`config.mk`:
```
export PLATFORM = sky130hd
export DESIGN_NAME = seg_display_encoder
export DESIGN_NICKNAME = d
export VERILOG_FILES = /design/src/rtl/seg_display_encoder.sv
export SDC_FILE = /design/constraint.sdc
export NUM_CORES = 1
export LEC_CHECK = 0
export BUFFER_PORTS_ARGS = -buffer_cell sky130_fd_sc_hd__buf_2
export CAP_MARGIN = 20
export CELL_PAD_IN_SITES_DETAIL_PLACEMENT = 1
export CELL_PAD_IN_SITES_GLOBAL_PLACEMENT = 2
export CORE_ASPECT_RATIO = 1.5
export CORE_MARGIN = 8
export CORE_UTILIZATION = 31
export CTS_BUF_LIST = sky130_fd_sc_hd__clkbuf_16
export DETAILED_ROUTE_END_ITERATION = 10
export PLACE_DENSITY = 0.73
export SYNTH_ARGS = -nofsm -noshare
export SYNTH_HDL_FRONTEND = slang
export SYNTH_SLANG_ARGS = --single-unit
```
`constraint.sdc`:
```
create_clock -name CLOCK -period 1.6 [get_ports CLOCK]
set_input_delay 0.24 -clock CLOCK [delete_from_list [all_inputs] [get_ports CLOCK]]
set_output_delay 0.24 -clock CLOCK [all_outputs]
set_load 0.01 [all_outputs]
```
`src/rtl/seg_display_encoder.sv`:
```
// Three-digit 7-segment encoder with shadow digit latch, leading-zero blanking,
// a min:sec decimal point and a blink mode. All outputs are registered.
module seg_display_encoder #(
  parameter int BLINK_HALF = 500,
  parameter int CW         = 10
) (
  input  logic       CLOCK,
  input  logic       RESET,
  input  logic [3:0] DIG_M,
  input  logic [3:0] DIG_ST,
  input  logic [3:0] DIG_SO,
  input  logic       LOAD,
  input  logic       BLINK_EN,
  input  logic       BLANK_LZ,
  input  logic       DP_EN,
  output logic [7:0] SEG_B,
  output logic [7:0] SEG_C,
  output logic [7:0] SEG_D,
  output logic       SEG_UPD,
  output logic       BLINK_PH
);

  localparam logic [CW-1:0] CNT_LAST = CW'(BLINK_HALF - 1);

  logic [3:0]    dig_m_q, dig_m_d;
  logic [3:0]    dig_st_q, dig_st_d;
  logic [3:0]    dig_so_q, dig_so_d;
  logic          load_seen_q, load_seen_d;
  logic          seg_upd_q, seg_upd_d;
  logic          blink_en_q, blink_en_d;
  logic [CW-1:0] blink_cnt_q, blink_cnt_d;
  logic          blink_ph_q, blink_ph_d;
  logic [7:0]    seg_b_q, seg_b_d;
  logic [7:0]    seg_c_q, seg_c_d;
  logic [7:0]    seg_d_q, seg_d_d;

  // Segment order {a,b,c,d,e,f,g,dp}; non-BCD codes show a dash.
  function automatic logic [7:0] enc(input logic [3:0] d);
    case (d)
      4'd0:    enc = 8'b11111100;
      4'd1:    enc = 8'b01100000;
      4'd2:    enc = 8'b11011010;
      4'd3:    enc = 8'b11110010;
      4'd4:    enc = 8'b01100110;
      4'd5:    enc = 8'b10110110;
      4'd6:    enc = 8'b10111110;
      4'd7:    enc = 8'b11100000;
      4'd8:    enc = 8'b11111110;
      4'd9:    enc = 8'b11110110;
      default: enc = 8'b00000010;
    endcase
  endfunction

  always_comb begin
    dig_m_d  = dig_m_q;
    dig_st_d = dig_st_q;
    dig_so_d = dig_so_q;
    if (LOAD) begin
      dig_m_d  = DIG_M;
      dig_st_d = DIG_ST;
      dig_so_d = DIG_SO;
    end
    load_seen_d = LOAD;
    seg_upd_d   = load_seen_q;
    blink_en_d  = BLINK_EN;

    // Counter only runs once enable was already high, so a fresh enable starts a full on-phase.
    blink_cnt_d = '0;
    blink_ph_d  = 1'b1;
    if (BLINK_EN && blink_en_q) begin
      if (blink_cnt_q == CNT_LAST) begin
        blink_cnt_d = '0;
        blink_ph_d  = ~blink_ph_q;
      end else begin
        blink_cnt_d = blink_cnt_q + CW'(1);
        blink_ph_d  = blink_ph_q;
      end
    end

    seg_b_d = 8'h00;
    seg_c_d = 8'h00;
    seg_d_d = 8'h00;
    if (blink_ph_d) begin
      seg_b_d    = (BLANK_LZ && dig_m_q == 4'd0) ? 8'h00 : enc(dig_m_q);
      seg_b_d[0] = DP_EN;
      seg_c_d    = enc(dig_st_q);
      seg_d_d    = enc(dig_so_q);
    end
  end

  always_ff @(posedge CLOCK or negedge RESET) begin
    if (!RESET) begin
      dig_m_q     <= '0;
      dig_st_q    <= '0;
      dig_so_q    <= '0;
      load_seen_q <= 1'b0;
      seg_upd_q   <= 1'b0;
      blink_en_q  <= 1'b0;
      blink_cnt_q <= '0;
      blink_ph_q  <= 1'b1;
      seg_b_q     <= 8'h00;
      seg_c_q     <= 8'h00;
      seg_d_q     <= 8'h00;
    end else begin
      dig_m_q     <= dig_m_d;
      dig_st_q    <= dig_st_d;
      dig_so_q    <= dig_so_d;
      load_seen_q <= load_seen_d;
      seg_upd_q   <= seg_upd_d;
      blink_en_q  <= blink_en_d;
      blink_cnt_q <= blink_cnt_d;
      blink_ph_q  <= blink_ph_d;
      seg_b_q     <= seg_b_d;
      seg_c_q     <= seg_c_d;
      seg_d_q     <= seg_d_d;
    end
  end

  assign SEG_B    = seg_b_q;
  assign SEG_C    = seg_c_q;
  assign SEG_D    = seg_d_q;
  assign SEG_UPD  = seg_upd_q;
  assign BLINK_PH = blink_ph_q;

endmodule
```
After elaboration in Yosys (flattened, before gate mapping)
Memories as Yosys holds them, arrays and structs flattened.
Index checks and enable logic that the tools add are counted.
Widths: inputs -> output; s select.
- register bits: 50
- bits of input ports: 18
- bits in read-only memories: 336
- memories: 3
- add/subtract/negate cells: 1
- reduce and logical (&&, ||, !) cells: 3
- muxes and demuxes: 8
- bitwise operators: 1
- equal/unequal tests: 1
- memories (memory ; depth ; bits a word ; read ports ; clocked after memory_dff ; write ports ; RTL line ; RTL):
    (name not given) ; 16 ; 7 ; 1 ; 0 ; 0 ; 39 ; case (d)
    (name not given) ; 16 ; 7 ; 1 ; 0 ; 0 ; 39 ;
    (name not given) ; 16 ; 7 ; 1 ; 0 ; 0 ; 39 ;
- operators with widths (operator ; number):
    $mux 8 ; 4
    $mux 10 ; 2
    $add 10x1->10 const B ; 1
    $eq 10x9->1 const B ; 1
    $logic_not 4->1 ; 1
    $logic_and 1x1->1 ; 2
    $mux 1 ; 2
    $not 1->1 ; 1

Longest topological paths before layout
Gate-level depths: netlist (run 1).
- depth in word-level cells: 4
- mapped depth: 6

Worst setup path after synthesis (run 1)
No wires, ideal clock.
- kind: register -> register
- start: reg blink_cnt_q[0]
- end: reg seg_b_q[0] (netlist: SEG_B[0])
- period minus slack after synthesis: 1734 ps
- arrival time: 1615 ps
- setup slack: -134 ps
- stages on the path, launching flop included: 7
- cell sequence: dfrtp_1 -> ha_1 -> nor4b_4 -> and4_4 -> mux2i_4 -> inv_2 -> and2_1
- word-level cells in the longest chain between the ends: 4
- ends and longest elaborated chain (what ; RTL line ; RTL):
    start, declared ; 31 ; logic [CW-1:0] blink_cnt_q, blink_cnt_d;
    start signal, assigned ; 111 ; blink_cnt_q <= blink_cnt_d;
    $eq 10x9->1 ; 71 ; if (blink_cnt_q == CNT_LAST) begin
    $mux 1 ; 71 ;
    $mux 1 ; 70 ; if (BLINK_EN && blink_en_q) begin
    named net blink_ph_d ; 32 ; logic blink_ph_q, blink_ph_d;
    $mux 8 ; 83 ; if (blink_ph_d) begin
    named net seg_b_d[0] ; 33 ; logic [7:0] seg_b_q, seg_b_d;
    end signal, assigned ; 113 ; seg_b_q <= seg_b_d;
    end, declared ; 33 ;
The timed path passes the listed nets, and every way through them passes these cells.
A chain may end at the register's enable or synchronous reset.

Final worst setup path (run 1)
- start: reg blink_cnt_q[1]
- end: reg seg_d_q[6] (netlist: SEG_D[6])
- word-level cells in the longest chain between the ends: 4
- ends and longest elaborated chain (what ; RTL line ; RTL):
    $eq 10x9->1 ; 71 ;
    $mux 1 ; 71 ;
    $mux 1 ; 70 ;
    named net blink_ph_d ; 32 ;
    $mux 8 ; 83 ;
    named net seg_d_d[6] ; 35 ; logic [7:0] seg_d_q, seg_d_d;
    end signal, assigned ; 115 ; seg_d_q <= seg_d_d;
    end, declared ; 35 ;
The timed path passes the listed nets, and every way through them passes these cells.

==> flow_summary_export.csv, run 1 <==
group,metric,value,unit
timing,rsz0062_at_grt,"true",
placement,numPortBuffers,41,
yosys,ys_ff_latch,48,
critical_path,worstPathCellList,"ha_2, nor4b_4, and4_4, mux2i_4, inv_2, and3_4",
placement,hpwl,4.21,mm
timing,fmax,0.599,GHz
die,core,7180,sq um
detailed_routing,first_pass_iters,4,
detailed_routing,drc,0,
final_layout,multi_input_area,1000,sq um
critical_path,cpPeakStageDelay,0.35,ns
yosys,synth_area_leader_cell,"dfrtp_1",
final_layout,fill_cells,833,
timing,setup_slack,-0.0685,ns
critical_path,cp-start-kind,"flip-flop",
critical_path,crit_path_max_fanout,5,
clock_tree,cts_sinks,48,
global_route,grt_pass1_vias,1922,
global_route,grt_overflow_total,0,
die,die_x,86.1,microns
final_layout,final_cells,383,
final_layout,final_area,2920,sq um
timing,setup_viol,22,
pwr,max-vdd-ir-drop,0.000643,V
global_route,track_usage,11.1,%
detailed_routing,routed_wl,5.40,mm
yosys,ys.flop_type,"dfrtp_1",
critical_path,critPathArrivalTime,1.84,ns
clock_tree,cts-root-buf,"clkbuf_16",
die,rows,38,
placement,dp_cells,374,
timing,drv_slew,0,
global_route,grt_max_degree,34,
timing,fin_worst_skew,0.00758,ns
detailed_routing,vias,1755,
yosys,synth_xor_area_share,1.92,%
yosys,syn_inst,225,
yosys,yosys.cell_types.count,39,
clock_tree,clock_path_buffers,2,
detailed_routing,ant_nets,0,
pwr,finalPower,3.24,mW
yosys,synthSimpleGateAreaFrac,17.9,%
clock_tree,h-tree-depth,2,
worst_hold_path,min_path_type,"input pin to flip-flop",
die,num_io_pins,44,
final_layout,nets,316,
die,dieHeight,121,microns
yosys,synth_mux_area_share,2.96,%
detailed_routing,wl_per_cell,14.1,microns
clock_tree,postCtsSetupBuffers,0,
detailed_routing,vias_per_cell,4.58,
yosys,synth_commonest_cells,"47 x dfrtp_1, 32 x nor2_1, 20 x nand2_1, 17 x a21oi_1, 16 x ha_1",
pwr,p_leak,1.40,nW
detailed_routing,drt_iter0_markers,30,
yosys,synth_top_family_by_area,"simple AND/OR/NAND/NOR gates",
final_layout,drive_above_1_share,29.0,%
yosys,synth_fa_ha_area_share,8.77,%
final_layout,antenna_cells,0,
clock_tree,tritoncts,"built",
yosys,synth_top_area_share,51.5,%
critical_path,critPathRequiredTime,1.77,ns
yosys,avgSynthCellArea,10.1,sq um
clock_tree,cts.clk_slew.worst_paths,0.06,ns
clock_tree,cts_buffers,5,
timing,hold_viol,0,
global_route,grt_pass1_wl,9.21,mm
timing,fin_crit_sh,104,%
critical_path,path_delay_family,"simple AND/OR/NAND/NOR gates",
final_layout,fin_util,40.7,%
critical_path,crit_buf_inv,1,
placement,dpl_cell_area,2710,sq um
critical_path,crit_path_end_kind,"flip-flop",
final_layout,final-seq-area,1200,sq um
pwr,power_density,1110,nW/um^2
placement,place_congestion,0.769,
run,maxCapViolations,0,
yosys,synthesis.area,2280,sq um
die,initial_core_util,31.8,%
yosys,synth_area_leaders,"dfrtp_1 52%, ha_1 8.8%, nor2_1 5.3%",
yosys,synth_compound_area_share,11.3,%
global_route,antenna_found_initial,0,
yosys,synth_edf_count,0,
run_status,outcome,"finished, violations left",
yosys,yosysMostFrequentCell,"dfrtp_1",
critical_path,slowest_stage,"dfrtp_1",
run_status,violations,"setup timing",
yosys,ys_seq_area_share,52.7,%
die,die_area,10400,sq um
yosys,ys_warn_count,0,
timing,layout_min_cycle_time,1.67,ns
yosys,async_flop_share,100,%
critical_path,crit_type,"flip-flop to flip-flop",
clock_tree,clock_latency,0.28,ns
final_layout,syn2layout_area_growth,27.8,%
## sequential cells by signal (all words and copies together), names as in the netlist
signal / count
load_seen_q: 1
BLINK_PH: 1
SEG_C: 7
SEG_UPD: 1
SEG_B: 8
blink_cnt_q: 10
dig_so_q: 4
blink_en_q: 1
dig_st_q: 4
dig_m_q: 4
SEG_D: 7
## worst register-to-register path: stages (launching register included)
cell	delay (ns)
dfrtp_1	0.35
ha_2	0.19
nor4b_4	0.20
and4_4	0.28
mux2i_4	0.28
inv_2	0.10
and3_4	0.16
## layout make-up
cell class	count	share of cell area (%)
Sequential cell	48	41.2
Multi-Input combinational cell	156	34.3
Timing Repair Buffer	59	12.2
Clock buffer	5	4.29
Tap cell	100	4.29
Clock inverter	3	2.19
Inverter	12	1.54
## layer usage
| layer | up-vias | share of wire [%] | track usage, % |
|---|---|---|---|
| met5 | - | 0 | 0 |
| met4 | 0 | 1.1 | 3.41 |
| met3 | 5 | 5.0 | 3.12 |
| met2 | 29 | 53 | 19.9 |
| met1 | 859 | 41 | 12.1 |
| li1 | 862 | - | - |
## path summary, 6_finish.rpt
path / endpoint / slack, ns / startpoint / cells after the start
max in group asynchronous: BLINK_PH / 0.57 / RESET / 3
worst min register to register: SEG_UPD / 0.36 / load_seen_q / 0
min in group asynchronous: SEG_D[1] / 0.46 / RESET / 2
worst max-delay path: SEG_D[6] / -0.07 / blink_cnt_q[1] / 6
worst min-delay path: blink_en_q / 0.13 / BLINK_EN / 1
worst max register to register: SEG_D[6] / -0.07 / blink_cnt_q[1] / 6
## per-stage QoR
stage	setup slack [ns]	hold WS, ns	TNS (ns)
3_3_place_gp	-0.0449	0.190	-0.667
4_1_cts	-0.0811	0.131	-1.27
3_5_place_dp	-0.0623	0.196	-0.936
2_1_floorplan	-0.113	-0.0556	-1.44
6_report	-0.0685	0.133	-0.960
5_1_grt	-0.193	0.134	-3.69
## cells in the final DEF, fill, tap and decap left out, types with 2 or more instances in the layout
cell,instances
dfrtp_1,47
buf_2,41
nor2_1,32
nand2_1,20
a21oi_1,17
buf_4,16
ha_1,15
o21ai_0,13
inv_1,12
nand2b_1,6
clkbuf_16,5
and3_1,4
or2_2,4
a31oi_1,4
mux2_2,4
nand3_1,3
xor2_1,3
nor2b_1,3
nand4_1,2
nor3_1,2
xnor2_1,2
a211oi_1,2
and3_4,2
o22ai_1,2
conb_1,2
bufinv_16,2
## cells by family after synthesis
| logic type | count (synthesis) |
|---|---|
| simple gates | 83 |
| flops | 48 |
| xor+xnor | 5 |
| buf+inv | 22 |
| fa+ha+maj | 16 |
| other cells | 1 |
| compound gates | 45 |
| mux | 5 |
## report_power, final
group          total (mW)  leakage, nW  switching (mW)  internal [mW]
sequential           1.41        0.583          0.0811           1.33
clock                1.31       0.0952           0.425          0.889
combinational       0.509        0.723           0.284          0.225
total                3.24         1.40           0.789           2.45
## what timing repair did
action	CTS	global route
hold buffers	1	0
pin swaps	0	2
hold endpoints to repair	15	0
resized for setup	0	3
endpoints found under the setup margin	22	23
Power figures use the tool's default switching activity.
==> run 2, diff against run 1 <==
CORE_UTILIZATION = 37   (was 31)
PLACE_DENSITY = 0.82   (was 0.73)
clock period = 2.1 ns   (was 1.6 ns; I/O delays follow)
==> run 2 against run 1 <==
  * The flow now finishes without violations
  * Setup slack better by 0.21 ns
  * Non-clock buffer count down 16
  * Utilization is 4.4 points higher
  * Highest routed layer unchanged
  * Clock skew is 0.0011 ns lower
  * Largest power group unchanged
  * Cell count fell by 11%
  * Sequential cell count is the same
  * Register-to-register slack improved by 0.21 ns
==> flow_summary_export.csv, run 2 (same netlist as run 1, synthesis figures left out) <==
group,metric,value,unit
die,die_area,8990,sq um
clock_tree,postCtsSetupBuffers,0,
detailed_routing,wl_per_cell,15.6,microns
worst_hold_path,min_path_type,"input pin to async pin",
clock_tree,tritoncts,"built",
timing,fmax,0.511,GHz
critical_path,crit_buf_inv,1,
run,maxCapViolations,0,
die,die_x,80.1,microns
critical_path,crit_path_end_kind,"flip-flop",
pwr,max-vdd-ir-drop,0.000556,V
pwr,internal_power,1.72,mW
timing,worst_slew_pin_slew,0.535,ns
critical_path,crit_path_max_fanout,12,
critical_path,crit_type,"flip-flop to flip-flop",
placement,hpwl,4.18,mm
timing,setup_tns,0,ns
pwr,finalPower,2.31,mW
final_layout,nets,300,
critical_path,critPathArrivalTime,2.13,ns
global_route,grt_pass1_vias,1954,
timing,setup_viol,0,
critical_path,critPathRequiredTime,2.27,ns
critical_path,cp.depth,6,
detailed_routing,ant_nets,0,
critical_path,cp-start-kind,"flip-flop",
global_route,grt_max_degree,28,
global_route,track_usage,13.0,%
critical_path,r2r_cells,6,
clock_tree,post_cts_resized,0,
clock_tree,cts_sinks,48,
die,dieHeight,112,microns
die,num_io_pins,44,
timing,rsz0062_at_grt,"false",
timing,drv_slew,0,
final_layout,largest_register,"blink_cnt_q",
clock_tree,cts-root-buf,"clkbuf_16",
final_layout,drive_above_1_share,23.6,%
die,initial_core_util,37.8,%
detailed_routing,first_pass_iters,4,
pwr,power_density,849,nW/um^2
timing,whs,0.00161,ns
clock_tree,cts_buffers,5,
placement,place_congestion,0.811,
placement,numPortBuffers,41,
pwr,power_frac_comb,15.2,%
final_layout,largest_register_ffs,10,
clock_tree,clock_path_buffers,2,
critical_path,cpPeakStageDelay,0.38,ns
detailed_routing,vias,1698,
final_layout,final_cell_mix,"47 x dfrtp_1, 41 x buf_2, 32 x nor2_1",
final_layout,final_area,2720,sq um
pwr,netSwitchingFraction,25.7,%
clock_tree,cts.clk_slew.worst_paths,0.06,ns
timing,fin_worst_skew,0.00643,ns
final_layout,antenna_cells,0,
detailed_routing,routed_wl,5.33,mm
clock_tree,clock_latency,0.29,ns
final_layout,fin_util,45.1,%
die,rows,35,
timing,fin_crit_sh,93.2,%
global_route,grt_overflow_total,0,
pwr,pwr-share-clk,38.0,%
final_layout,syn2layout_area_growth,19.3,%
detailed_routing,drt_iter0_markers,31,
clock_tree,h-tree-depth,2,
placement,dpl_cell_area,2560,sq um
pwr,sequentialPowerShare,46.8,%
global_route,antenna_found_initial,0,
detailed_routing,drc,0,
global_route,grt_pass1_wl,9.38,mm
critical_path,slowest_stage,"dfrtp_1",
pwr,p_leak,1.31,nW
final_layout,final_common_cell,"dfrtp_1",
critical_path,path_delay_family,"simple AND/OR/NAND/NOR gates",
timing,slew_headroom,64.3,%
critical_path,worstPathCellList,"ha_1, nor4b_4, and4_4, mux2i_4, buf_4, nor2_1",
clock_tree,cts_hold_buf,0,
timing,hold_viol,0,
timing,layout_min_cycle_time,1.96,ns
run_status,outcome,"finished, final reports clean",
detailed_routing,vias_per_cell,4.98,
pwr,p_sw,0.594,mW
die,core,6040,sq um
run 2: changes by cell type in the layout (fill, tap and decap cells not counted):
cell,before,now
and2_1,0,1
and2_4,1,0
and3_1,4,6
and3_4,2,0
buf_4,16,1
bufinv_16,2,1
clkinv_2,0,1
dlygate4sd3_1,1,0
ha_1,15,16
ha_2,1,0
run 2: per-layer routing:
| metal | wire length (microns) | GRT usage (%) | up-vias |
|---|---|---|---|
| met5 | 0 | 0 | - |
| met4 | 103 | 5.49 | 0 |
| met3 | 254 | 3.36 | 9 |
| met2 | 2810 | 21.8 | 36 |
| met1 | 2170 | 15.1 | 824 |
| li1 | - | - | 829 |
run 2: cell type report:
cell class | instances | area, sq um
Fill cell | 711 | 3320
Clock inverter | 3 | 38.8
Timing Repair Buffer | 43 | 233
Tap cell | 74 | 92.6
Inverter | 12 | 45.0
Multi-Input combinational cell | 156 | 987
Sequential cell | 48 | 1200
Clock buffer | 5 | 125
run 2: final timing paths:
kind	start	end	slack, ns
worst min register to register	load_seen_q	SEG_UPD	0.37
worst max register to register	blink_cnt_q[0]	SEG_D[7]	0.14
max in group asynchronous	RESET	SEG_D[3]	1.57
min in group CLOCK	BLINK_EN	blink_en_q	0.21
worst max-delay path	blink_cnt_q[0]	SEG_D[7]	0.14
worst min-delay path	RESET	dig_m_q[2]	0.002
run 2: through the flow:
step,instances,setup WS (ns)
2_1_floorplan,226,0.366
3_3_place_gp,333,0.215
3_5_place_dp,333,0.145
4_1_cts,341,0.138
5_1_grt,341,0.0363
6_report,341,0.143
run 2: power by group through the flow:
stage	clock network (mW)	registers (mW)	logic [mW]
global route	0.948	1.10	0.404
detailed placement	0	1.10	0.363
global placement	0	1.10	0.353
CTS	0.906	1.08	0.366
finish	0.878	1.08	0.353
floorplan	0	1.11	0.187
